File: src/rtl/nibble_pack_fifo_pkg.sv
// Shared types for the nibble packer; NIBBLE_PACK_PARITY_EN widens FIFO words to carry
// a parity bit computed at push time.
package nibble_pkg;

  typedef logic [3:0] nibble_t;
  typedef logic [7:0] byte_t;

  typedef enum logic {
    PK_EMPTY = 1'b0,
    PK_HALF  = 1'b1
  } pack_state_e;

  localparam nibble_t PAD_NIBBLE = 4'h0;

`ifdef NIBBLE_PACK_PARITY_EN
  localparam int FIFO_W = 9;
`else
  localparam int FIFO_W = 8;
`endif

  function automatic logic [FIFO_W-1:0] fifo_word(input byte_t b);
`ifdef NIBBLE_PACK_PARITY_EN
    return {^b, b};
`else
    return b;
`endif
  endfunction

endpackage

File: src/rtl/nibble_pack_fifo_if.sv
// Nibble-in / byte-out handshake bundle; out_parity exists only with NIBBLE_PACK_PARITY_EN.
interface nibble_pack_fifo_if #(
  parameter int DEPTH = 4
);
  import nibble_pkg::*;

  localparam int LW = $clog2(DEPTH) + 1;

  logic          in_valid;
  nibble_t       in_data;
  logic          in_ready;
  logic          flush;
  logic          out_valid;
  byte_t         out_data;
  logic          out_ready;
  logic [LW-1:0] level;
`ifdef NIBBLE_PACK_PARITY_EN
  logic          out_parity;

  modport slave (
    input  in_valid, in_data, flush, out_ready,
    output in_ready, out_valid, out_data, level, out_parity
  );
  modport master (
    output in_valid, in_data, flush, out_ready,
    input  in_ready, out_valid, out_data, level, out_parity
  );
`else
  modport slave (
    input  in_valid, in_data, flush, out_ready,
    output in_ready, out_valid, out_data, level
  );
  modport master (
    output in_valid, in_data, flush, out_ready,
    input  in_ready, out_valid, out_data, level
  );
`endif
endinterface

File: src/rtl/nibble_pack_fifo_fifo.sv
// Synchronous FIFO, one-cycle push-to-head latency; full/empty derived from occupancy.
// Storage is not reset -- consumers must gate head_o with empty_o.
module nib_sync_fifo #(
  parameter int WIDTH = 8,
  parameter int DEPTH = 4
) (
  input  logic                       clk,
  input  logic                       rst_n,
  input  logic                       push_i,
  input  logic [WIDTH-1:0]           push_dat_i,
  input  logic                       pop_i,
  output logic [WIDTH-1:0]           head_o,
  output logic [$clog2(DEPTH):0]     level_o,
  output logic                       full_o,
  output logic                       empty_o
);
  localparam int AW = $clog2(DEPTH);
  localparam int LW = AW + 1;

  logic [WIDTH-1:0] mem_q [DEPTH];
  logic [AW-1:0]    wr_ptr_q, wr_ptr_d;
  logic [AW-1:0]    rd_ptr_q, rd_ptr_d;
  logic [LW-1:0]    level_q, level_d;

  always_comb begin
    wr_ptr_d = push_i ? wr_ptr_q + AW'(1) : wr_ptr_q;
    rd_ptr_d = pop_i  ? rd_ptr_q + AW'(1) : rd_ptr_q;
    level_d  = level_q;
    case ({push_i, pop_i})
      2'b10:   level_d = level_q + LW'(1);
      2'b01:   level_d = level_q - LW'(1);
      default: level_d = level_q;
    endcase
  end

  always_ff @(posedge clk) begin
    if (push_i) mem_q[wr_ptr_q] <= push_dat_i;
  end

  always_ff @(posedge clk) begin
    if (!rst_n) begin
      wr_ptr_q <= '0;
      rd_ptr_q <= '0;
      level_q  <= '0;
    end else begin
      wr_ptr_q <= wr_ptr_d;
      rd_ptr_q <= rd_ptr_d;
      level_q  <= level_d;
    end
  end

  assign head_o  = mem_q[rd_ptr_q];
  assign level_o = level_q;
  assign full_o  = (level_q == LW'(DEPTH));
  assign empty_o = (level_q == '0);

endmodule

File: src/rtl/nibble_pack_fifo.sv
// Packs nibble pairs (first -> [3:0]) into a byte FIFO; byte at head the cycle after the
// second nibble. in_ready uses registered full only. Parity option: NIBBLE_PACK_PARITY_EN.
module nibble_pack_fifo
  import nibble_pkg::*;
#(
  parameter int DEPTH = 4
) (
  input  logic             clk,
  input  logic             rst_n,
  nibble_pack_fifo_if.slave bus
);
  pack_state_e       state_q, state_d;
  nibble_t           low_q, low_d;
  logic              flush_pend_q, flush_pend_d;

  logic              full, empty;
  logic              in_ready, in_fire, pop;
  logic              push;
  byte_t             push_byte;
  logic [FIFO_W-1:0] head;

  assign in_ready = ~flush_pend_q & ((state_q == PK_EMPTY) | ~full);
  assign in_fire  = bus.in_valid & in_ready;
  assign pop      = ~empty & bus.out_ready;

  always_ff @(posedge clk) begin
    if (!rst_n) begin
      state_q      <= PK_EMPTY;
      low_q        <= '0;
      flush_pend_q <= 1'b0;
    end else begin
      state_q      <= state_d;
      low_q        <= low_d;
      flush_pend_q <= flush_pend_d;
    end
  end

  // A pending flush behaves like a flush request that repeats until space opens up.
  always_comb begin
    state_d      = state_q;
    low_d        = low_q;
    flush_pend_d = flush_pend_q;
    case (state_q)
      PK_EMPTY: begin
        if (in_fire) begin
          state_d = PK_HALF;
          low_d   = bus.in_data;
        end
      end
      PK_HALF: begin
        if (in_fire) begin
          state_d = PK_EMPTY;
        end else if (bus.flush | flush_pend_q) begin
          if (!full) begin
            state_d      = PK_EMPTY;
            flush_pend_d = 1'b0;
          end else begin
            flush_pend_d = 1'b1;
          end
        end
      end
      default: state_d = PK_EMPTY;
    endcase
  end

  always_comb begin
    push      = 1'b0;
    push_byte = {bus.in_data, low_q};
    if (state_q == PK_HALF) begin
      if (in_fire) begin
        push = 1'b1;
      end else if ((bus.flush | flush_pend_q) & ~full) begin
        push      = 1'b1;
        push_byte = {PAD_NIBBLE, low_q};
      end
    end
  end

  nib_sync_fifo #(
    .WIDTH (FIFO_W),
    .DEPTH (DEPTH)
  ) u_fifo (
    .clk        (clk),
    .rst_n      (rst_n),
    .push_i     (push),
    .push_dat_i (fifo_word(push_byte)),
    .pop_i      (pop),
    .head_o     (head),
    .level_o    (bus.level),
    .full_o     (full),
    .empty_o    (empty)
  );

  assign bus.in_ready  = in_ready;
  assign bus.out_valid = ~empty;
  assign bus.out_data  = empty ? 8'h00 : head[7:0];
`ifdef NIBBLE_PACK_PARITY_EN
  assign bus.out_parity = ~empty & head[8];
`endif

endmodule

File: src/flat_wrapper.sv
// flat-port wrapper written by rule: the top's interface ports become plain ports
module nibble_pack_fifo_flat import nibble_pkg::*;
#(
  parameter int DEPTH = 4
)
  (clk, rst_n, bus_in_valid, bus_in_data, bus_flush, bus_out_ready, bus_in_ready, bus_out_valid, bus_out_data, bus_level);
  nibble_pack_fifo_if #(.DEPTH(DEPTH)) bus_i ();
  input  logic clk;
  input  logic rst_n;
  input wire logic [$bits(bus_i.in_valid)-1:0] bus_in_valid;
  input wire logic [$bits(bus_i.in_data)-1:0] bus_in_data;
  input wire logic [$bits(bus_i.flush)-1:0] bus_flush;
  input wire logic [$bits(bus_i.out_ready)-1:0] bus_out_ready;
  output wire logic [$bits(bus_i.in_ready)-1:0] bus_in_ready;
  output wire logic [$bits(bus_i.out_valid)-1:0] bus_out_valid;
  output wire logic [$bits(bus_i.out_data)-1:0] bus_out_data;
  output wire logic [$bits(bus_i.level)-1:0] bus_level;
  assign bus_i.in_valid = bus_in_valid;
  assign bus_i.in_data = bus_in_data;
  assign bus_i.flush = bus_flush;
  assign bus_i.out_ready = bus_out_ready;
  assign bus_in_ready = bus_i.in_ready;
  assign bus_out_valid = bus_i.out_valid;
  assign bus_out_data = bus_i.out_data;
  assign bus_level = bus_i.level;
  nibble_pack_fifo #(.DEPTH(DEPTH)) u_core (.clk(clk), .rst_n(rst_n), .bus(bus_i));
endmodule
File: config.mk
export PLATFORM = sky130hd
export DESIGN_NAME = nibble_pack_fifo_flat
export DESIGN_NICKNAME = d
export VERILOG_FILES = /design/src/rtl/nibble_pack_fifo_pkg.sv /design/src/rtl/nibble_pack_fifo_if.sv /design/src/rtl/nibble_pack_fifo_fifo.sv /design/src/rtl/nibble_pack_fifo.sv /design/src/flat_wrapper.sv
export SDC_FILE = /design/constraint.sdc
export NUM_CORES = 1
export LEC_CHECK = 0
export BUFFER_PORTS_ARGS = -buffer_cell sky130_fd_sc_hd__buf_2
export CAP_MARGIN = 5
export CORE_UTILIZATION = 38
export CTS_CLUSTER_SIZE = 14
export DETAILED_ROUTE_END_ITERATION = 6
export PLACE_DENSITY = 0.53
export SYNTH_ARGS = -nofsm -noshare
export SYNTH_HDL_FRONTEND = slang
export SYNTH_SLANG_ARGS = --single-unit
File: constraint.sdc
create_clock -name clk -period 2.6 [get_ports clk]
set_input_delay 0.26 -clock clk [delete_from_list [all_inputs] [get_ports clk]]
set_output_delay 0.26 -clock clk [all_outputs]
set_load 0.01 [all_outputs]
==> impl_metrics.toml, run 1 <==
[logic_synthesis]
synth.area.top_cells = "edfxtp_1, dfxtp_1, mux4_2, ha_1, mux2i_1"
ys_seq_elements = 47
syn-cell-area_sq_mm = 0.00196
synthCells = 133
synth_cell_types = 28
syn_area_per_cell_sq_um = 14.7
yosysWarnings = 0
yosysSeqAreaShare = 0.643
yosysTopAreaCellShare = 0.490
yosys.area.top_type = "edfxtp_1"
syn_nets = 148

[timing]
fin_tns_setup_ps = 0
finalClockSkew_ps = 5.72
rsz0062_at_grt = "no"
timing.fmax_mhz = 433
slew_headroom = 0.609
period_needed_ps = 2310
slew_viol_final = 0
fin_crit_sh = 0.889
hold_violations = 0
worst_pin_slew_ps = 585
setup_violations = 0

[critical_path]
worstSetupEndpoint = "u_core.u_fifo.level_o[2]"
crit_top_cell = "inv_1"
cp-startpoint = "u_core.u_fifo.level_o[0]"
startpoint_type = "flop"
max_stage_delay_ps = 450
cp.required_ps = 2830
crit_type = "reg -> reg"
r2r_slack_ps = 290
critPathMaxFanout = 7
crit_cells = 9
r2r_cells = 9
critPathCaptureType = "flop"
crit_chain = "or3b_1, o311a_1, inv_1, ha_1, inv_1, fa_1, xor2_1, or3_1, a21oi_1"
r2r_end = "u_core.u_fifo.level_o[2]"
r2r_start = "u_core.u_fifo.level_o[0]"
cp.buffers_inverters = 2
arrival_ps = 2540
critical_path.top_delay_family = "simple AND/OR/NAND/NOR gates"
cp_slowest_cell = "or3b_1"

[place]
place_congestion = 0.771
hpwl_microns = 2320
io_buffers = 21

[cells_and_area]
n_antenna_cell = 0
area_growth_pct = 13.7
fillCellCount = 445
fin_nets = 174
drive_above_1_share = 0.250

[clock_network]
clock_sinks = 47
clock_latency_ps = 300
ctsRootBufferMaster = "clkbuf_8"
h-tree-depth = 2
cts_setup_buffers = 0
cts_buffers = 5
cts_buffer_depth = 2
holdBufCountCts = 0
clkTransAtPathRegs_ps = 80
cts.repair.resized = 0
cts_tree = "done"

[floorplan]
die_area_sq_mm = 0.00545
io_pins = 22
start_util = 0.404
die-width_microns = 73.8
row_count = 25
coreArea_sq_mm = 0.00485
die_h_microns = 73.8

[run]
maxCapViolCount = 0

[power_and_ir_drop]
totalPowerFinal_uw = 1850
irDropWorstVdd_v = 0.000333
power_density_mw_per_mm2 = 831
p_leak_uw = 0.000811

[global_routing]
grt_max_degree = 15
antenna_found_initial = 0
grt_pass1_wl_microns = 5570
grt_overflow = 0
first_global_vias = 1103
track_usage = 0.147

[detailed_routing]
vias_per_cell = 4.77
vias = 1083
postRouteAntennaNets = 0
drt-total-wl_microns = 3390
drtIter0Drc = 23
wl_per_cell_microns = 15.0
first_pass_iters = 4
route.detailed.drc = 0

[hold_path]
min_path_type = "in -> reg"

[status]
status = "finished, final reports clean"
## layout by cell type, fill, tap and decap left out, types with 5 or more instances in the layout
master | synthesis | routed
nor2b_1 | 9 | 9
edfxtp_1 | 32 | 32
mux4_2 | 8 | 8
ha_1 | 5 | 5
inv_1 | 10 | 10
dfxtp_1 | 15 | 15
buf_2 | 1 | 21
mux2i_1 | 6 | 6
and2_1 | 8 | 8
nor2_1 | 10 | 10
clkbuf_8 | 0 | 5
## flip-flops by register name, summed over array words and instances (netlist names), named ones only
name and flops:
u_core.u_fifo.mem_q 32, u_core.state_q 1, u_core.low_q 4, u_core.flush_pend_q 1, u_core.u_fifo.level_o 3, u_core.u_fifo.rd_ptr_q 2, u_core.u_fifo.wr_ptr_q 2
## metrics by stage
stage	cells	utilization	worst slack [ps]	hold slack [ps]	instance area (sq um)
6_report	227	0.460	289	216	2230
3_3_place_gp	219	0.442	376	474	2140
3_5_place_dp	219	0.442	299	493	2140
5_1_grt	227	0.460	135	223	2230
2_1_floorplan	133	-	231	406	1960
4_1_cts	227	0.460	266	210	2230
## worst min path at each step
| stage | from | to | slack (ps) | cells past startpoint |
|---|---|---|---|---|
| after floorplan | rst_n | u_core.u_fifo.wr_ptr_q[1] | 410 | 2 |
| after global placement | u_core.low_q[3] | u_core.u_fifo.mem_q[2][3] | 470 | 0 |
| after detailed placement | u_core.u_fifo.wr_ptr_q[1] | u_core.u_fifo.wr_ptr_q[1] | 490 | 2 |
| after CTS | bus_in_data[0] | u_core.low_q[0] | 210 | 3 |
| after global routing | bus_in_data[1] | u_core.low_q[1] | 220 | 3 |
| final | bus_in_data[0] | u_core.low_q[0] | 220 | 3 |
## cell families after synthesis
| family | after synthesis | synth area share |
|---|---|---|
| buffers and inverters | 15 | 0.0332 |
| flip-flops | 47 | 0.643 |
| multiplexers | 14 | 0.123 |
| AO/OA/AOI/OAI | 11 | 0.0383 |
| XOR/XNOR | 4 | 0.0179 |
| adder cells (fa/ha/maj) | 6 | 0.0421 |
| AND/OR/NAND/NOR | 36 | 0.103 |
## routing by layer
layer,track usage,vias up,part of all wire
li1,-,535,-
met1,0.181,523,0.48
met2,0.234,19,0.46
met3,0.0494,6,0.041
met4,0.0641,0,0.017
met5,0,-,0
## cells in the mapped netlist (all sizes together)
cell and n:
a211oi 1, a21oi 4, a41oi 1, and2 8, buf 2, clkbuf 3
dfxtp 15, edfxtp 32, fa 1, ha 5, inv 10, mux2i 6
mux4 8, nand2 4, nor2 10, nor2b 9, nor3 2, nor3b 1
o211ai 1, o21ai 1, o311a 1, o311ai 1, o31ai 1, or3 1
or3b 1, xor2 4
## report_power, final
group	total (uW)	switching, uW	internal (uW)	leakage [uW]
Sequential	945	81.3	864	0.000416
Clock	415	233	183	0.0000392
Combinational	491	241	250	0.000356
## tightest hold or removal path, delay by kind of cell
| family | cells | cell delay, ps |
|---|---|---|
| simple gates | 1 | 70 |
| buf+inv | 1 | 90 |
| mux | 1 | 60 |
## cell type report
class | count | area, sq um | area share
Clock inverter | 3 | 15.0 | 0.00674
Clock buffer | 5 | 68.8 | 0.0309
Inverter | 10 | 37.5 | 0.0168
Multi-Input combinational cell | 71 | 634 | 0.285
Sequential cell | 47 | 1260 | 0.566
Timing Repair Buffer | 24 | 128 | 0.0573
Tap cell | 67 | 83.8 | 0.0376
No activity file was read; power rests on OpenSTA's default activity.
==> inputs of run 2 (changes only) <==
Settings changed: CORE_MARGIN set to 4.
==> run 2 against run 1 <==
Net effect:
- via count is 1.0% higher
- setup slack lost 6.9 ps
- utilization shrank 0.052 points
- final area is 0.11% lower
- largest cell class unchanged
- sequential share of layout area grew 0.064 points
- sequential power about the same
- clock-buffer cell count increased by 2
- clock skew is essentially flat
- die area is 17% higher
- clock power is 3% lower
- critical path depth unchanged
- first-iteration DRC count is 120% higher
==> impl_metrics.toml, run 2 (synthesis gave the netlist of run 1 again) <==
[cells_and_area]
regMostFlops = "u_core.u_fifo.mem_q"
n_antenna_cell = 0
area_growth_pct = 13.5
fin_nets = 174
final_core_util = 0.459
largest_reg_flops = 32
drive_above_1_share = 0.250
mostFrequentLayoutCell = "edfxtp_1"
layout.cells.non_filler = 227
final_cell_area_sq_mm = 0.00223
final_cell_mix = "edfxtp_1, buf_2, dfxtp_1, inv_1, nor2_1"

[floorplan]
row_count = 25
die_area_sq_mm = 0.00637
coreArea_sq_mm = 0.00485
start_util = 0.404
die-width_microns = 79.8
io_pins = 22
die_h_microns = 79.8

[critical_path]
cp.required_ps = 2820
crit_chain = "or3b_1, o311a_1, inv_1, ha_1, inv_1, fa_1, xor2_1, or3_1, a21oi_1"
crit_type = "reg -> reg"
critPathCaptureType = "flop"
cp_slowest_cell = "or3b_1"
max_stage_delay_ps = 450
critPathMaxFanout = 7
cp-startpoint = "u_core.u_fifo.level_o[0]"
startpoint_type = "flop"
r2r_start = "u_core.u_fifo.level_o[0]"
r2r_end = "u_core.u_fifo.level_o[2]"
r2r_cells = 9
crit_top_cell = "inv_1"
arrival_ps = 2540
r2r_slack_ps = 280

[power_and_ir_drop]
p_leak_uw = 0.000814
p_int_uw = 1300
power_density_mw_per_mm2 = 826
p_sw_uw = 537
combPwrFrac = 0.268
irDropWorstVdd_v = 0.000293
switching_share = 0.292
p_seq_frac = 0.513
power_frac_clock = 0.219

[place]
place_area_sq_mm = 0.00214
placed_cells = 219
place_congestion = 0.759
io_buffers = 21
hpwl_microns = 2350

[detailed_routing]
route.detailed.drc = 0
drt-total-wl_microns = 3370
vias_per_cell = 4.82
first_pass_iters = 4
vias = 1094
postRouteAntennaNets = 0
drtIter0Drc = 51
wl_per_cell_microns = 14.8

[global_routing]
track_usage = 0.120
antenna_found_initial = 0
grt_overflow = 0
grt_pass1_wl_microns = 5580
first_global_vias = 1122
grt_max_degree = 14

[clock_network]
cts_tree = "done"
cts_setup_buffers = 0
ctsRootBufferMaster = "clkbuf_8"
clock_sinks = 47
cts.repair.resized = 0
clock_latency_ps = 290
cts_buffer_depth = 2
cts_buffers = 5
holdBufCountCts = 0
clkTransAtPathRegs_ps = 80
h-tree-depth = 2

[timing]
slew_viol_final = 0
fin_tns_setup_ps = 0
worst_pin_slew_ps = 561
timing.fmax_mhz = 431
rsz0062_at_grt = "no"
slew_headroom = 0.625
fin_crit_sh = 0.892
holdWs_ps = 224
hold_violations = 0
setup_violations = 0
period_needed_ps = 2320
finalClockSkew_ps = 5.71

[hold_path]
whs_endpoint = "u_core.low_q[3]"
min_path_type = "in -> reg"
whs_path_depth = 3
min-delay-start = "bus_in_data[3]"

[run]
maxCapViolCount = 0

[status]
status = "finished, final reports clean"
run 2: cell types whose count changed in the layout (fill, tap and decap cells not counted):
cell and change:
clkinv_1 -2, clkinv_2 +1, clkinvlp_4 -1, clkbuf_1 +2
run 2: worst max-delay path: cells and delay by family (launching register included):
family	cells	cell delay, ps
flip-flops	1	370
adder cells (fa/ha/maj)	2	540
AND/OR/NAND/NOR	2	760
buffers and inverters	2	120
XOR/XNOR	1	160
AO/OA/AOI/OAI	2	310
run 2: final cells by class:
type                    instances  area [sq um]
inverters                      10          37.5
multi-input cells              71           634
clock inverters                 1          5.00
fillers                       451          2620
clock buffers                   7          76.3
well taps                      67          83.8
flip-flops and latches         47          1260
repair buffers                 24           128
run 2: power by group through the flow:
stage / Clock [uW] / Combinational (uW) / Sequential [uW]
finish: 403 / 494 / 943
global route: 456 / 559 / 963
CTS: 425 / 508 / 948
detailed placement: 0 / 507 / 964
global placement: 0 / 498 / 960
floorplan: 0 / 365 / 921
run 2: per-layer routing:
metal,GRT usage,vias to the layer above,share of wire
met5,0,-,0
met4,0.0456,0,0.0071
met3,0.0440,4,0.053
met2,0.203,25,0.51
met1,0.140,538,0.43
li1,-,527,-
run 2: through the flow:
step	setup WS [ps]	total power, uW
floorplan	231	1290
global placement	384	1460
detailed placement	306	1470
CTS	282	1880
global route	155	1980
finish	282	1840
run 2: how the worst max path moves through the flow:
stage,end,slack [ps],cells past startpoint
final,u_core.u_fifo.level_o[2],280,9
after global routing,u_core.u_fifo.level_o[2],160,9
after CTS,u_core.u_fifo.level_o[2],280,9
after detailed placement,u_core.u_fifo.level_o[2],310,9
after global placement,u_core.u_fifo.level_o[2],380,9
after floorplan,u_core.u_fifo.level_o[2],230,10
==> inputs of run 3 (changes only) <==
Settings changed: PLACE_DENSITY 0.53 to 0.6.
==> run 3 against run 2 <==
Net effect:
- setup slack worse by 70 ps
- via count down 3.7%
- die area unchanged
- combinational power down 2%
- non-clock buffer count down 1
- wire length down 3.3%
- clock-buffer cell count down 1
- global-route usage down 0.46 points
- clock skew up 3.1 ps
- register-to-register slack worse by 70 ps
- critical path depth unchanged
==> impl_metrics.toml, run 3 (synthesis gave the netlist of run 1 again) <==
[detailed_routing]
drtIter0Drc = 29
wl_per_cell_microns = 14.4
route.detailed.drc = 0
vias_per_cell = 4.66
postRouteAntennaNets = 0
first_pass_iters = 4
drt-total-wl_microns = 3260
vias = 1053

[clock_network]
holdBufCountCts = 0
clkTransAtPathRegs_ps = 80
cts_buffer_depth = 2
cts_tree = "done"
cts_setup_buffers = 0
clock_sinks = 47
cts_buffers = 5
ctsRootBufferMaster = "clkbuf_8"
clock_latency_ps = 290
cts.repair.resized = 0
h-tree-depth = 2

[place]
place_ws_ps = 253
io_buffers = 21
place_congestion = 0.711
hpwl_microns = 2290

[timing]
rsz0062_at_grt = "no"
timing.fmax_mhz = 419
worst_pin_slew_ps = 556
fin_tns_setup_ps = 0
fin_crit_sh = 0.919
setup_violations = 0
finalClockSkew_ps = 8.78
slew_viol_final = 0
setup_slack_ps = 212
hold_violations = 0
slew_headroom = 0.629
period_needed_ps = 2390

[global_routing]
grt_overflow = 0
first_global_vias = 1046
grt_pass1_wl_microns = 5290
track_usage = 0.116
grt_max_degree = 14
antenna_found_initial = 0

[floorplan]
io_pins = 22
die_h_microns = 79.8
coreArea_sq_mm = 0.00485
row_count = 25
start_util = 0.404
die-width_microns = 79.8
die_area_sq_mm = 0.00637

[critical_path]
r2r_start = "u_core.u_fifo.level_o[2]"
arrival_ps = 2620
cp.required_ps = 2830
r2r_cells = 9
r2r_end = "u_core.u_fifo.level_o[2]"
startpoint_type = "flop"
r2r_slack_ps = 210
critPathCaptureType = "flop"
critPathMaxFanout = 8
crit_type = "reg -> reg"

[status]
status = "finished, final reports clean"

[power_and_ir_drop]
power_density_mw_per_mm2 = 827
p_leak_uw = 0.000807
irDropWorstVdd_v = 0.000303

[cells_and_area]
n_antenna_cell = 0
area_growth_pct = 13.1
mostFrequentLayoutCell = "edfxtp_1"
regMostFlops = "u_core.u_fifo.mem_q"
largest_reg_flops = 32
final_cell_mix = "edfxtp_1, buf_2, dfxtp_1, inv_1, nor2_1"
drive_above_1_share = 0.239
fin_nets = 173

[run]
maxCapViolCount = 0

[hold_path]
min-delay-start = "bus_in_data[3]"
min_path_type = "in -> reg"
whs_endpoint = "u_core.low_q[3]"
whs_path_depth = 3
run 3: changes by cell type in the layout (fill, tap and decap cells not counted):
cell,before,now
clkbuf_1,2,1
buf_4,3,2
clkinv_1,0,2
clkinv_2,1,0
run 3: where the power goes:
group / leakage, uW / internal, uW / switching (uW)
clock: 0.0000403 / 183 / 214
combinational: 0.000350 / 246 / 240
sequential: 0.000416 / 864 / 85.4
run 3: worst max path at each step:
| stage | startpoint | end | cells after the start |
|---|---|---|---|
| global route | u_core.u_fifo.level_o[2] | u_core.u_fifo.level_o[2] | 9 |
| floorplan | u_core.u_fifo.level_o[2] | u_core.u_fifo.level_o[2] | 10 |
| global placement | u_core.u_fifo.level_o[2] | u_core.u_fifo.level_o[2] | 9 |
| detailed placement | u_core.u_fifo.level_o[2] | u_core.u_fifo.level_o[2] | 9 |
| finish | u_core.u_fifo.level_o[2] | u_core.u_fifo.level_o[2] | 9 |
| CTS | u_core.u_fifo.level_o[2] | u_core.u_fifo.level_o[2] | 9 |
run 3: final cells by class:
class	count	area (sq um)
multi-input combinational	71	634
inverter	10	37.5
fill	424	2630
sequential	47	1260
tap	67	83.8
clock inverter	2	7.51
timing repair buffer	23	120
clock buffer	6	72.6
run 3: layer usage:
layer / GRT usage / up-vias / wire, microns
met5: 0 / - / 0
met4: 0.0507 / 0 / 67
met3: 0.0463 / 6 / 165
met2: 0.182 / 18 / 1570
met1: 0.140 / 504 / 1450
li1: - / 525 / -
run 3: stage by stage:
step	area, sq um	std cells	util	power (uW)	hold slack [ps]
after CTS	2220	226	0.457	1860	212
final	2220	226	0.457	1830	219
after global placement	2140	218	0.441	1450	474
after global routing	2220	226	0.457	1970	222
after floorplan	1960	133	-	1290	406
after detailed placement	2140	218	0.441	1460	487
run 3: worst max-delay path, stage by stage (launching register included):
cell	delay [ps]
dfxtp_1	460
or3b_1	420
o311a_1	160
inv_1	70
ha_1	180
inv_1	60
fa_1	370
xor2_1	160
or3_1	310
a21oi_1	130
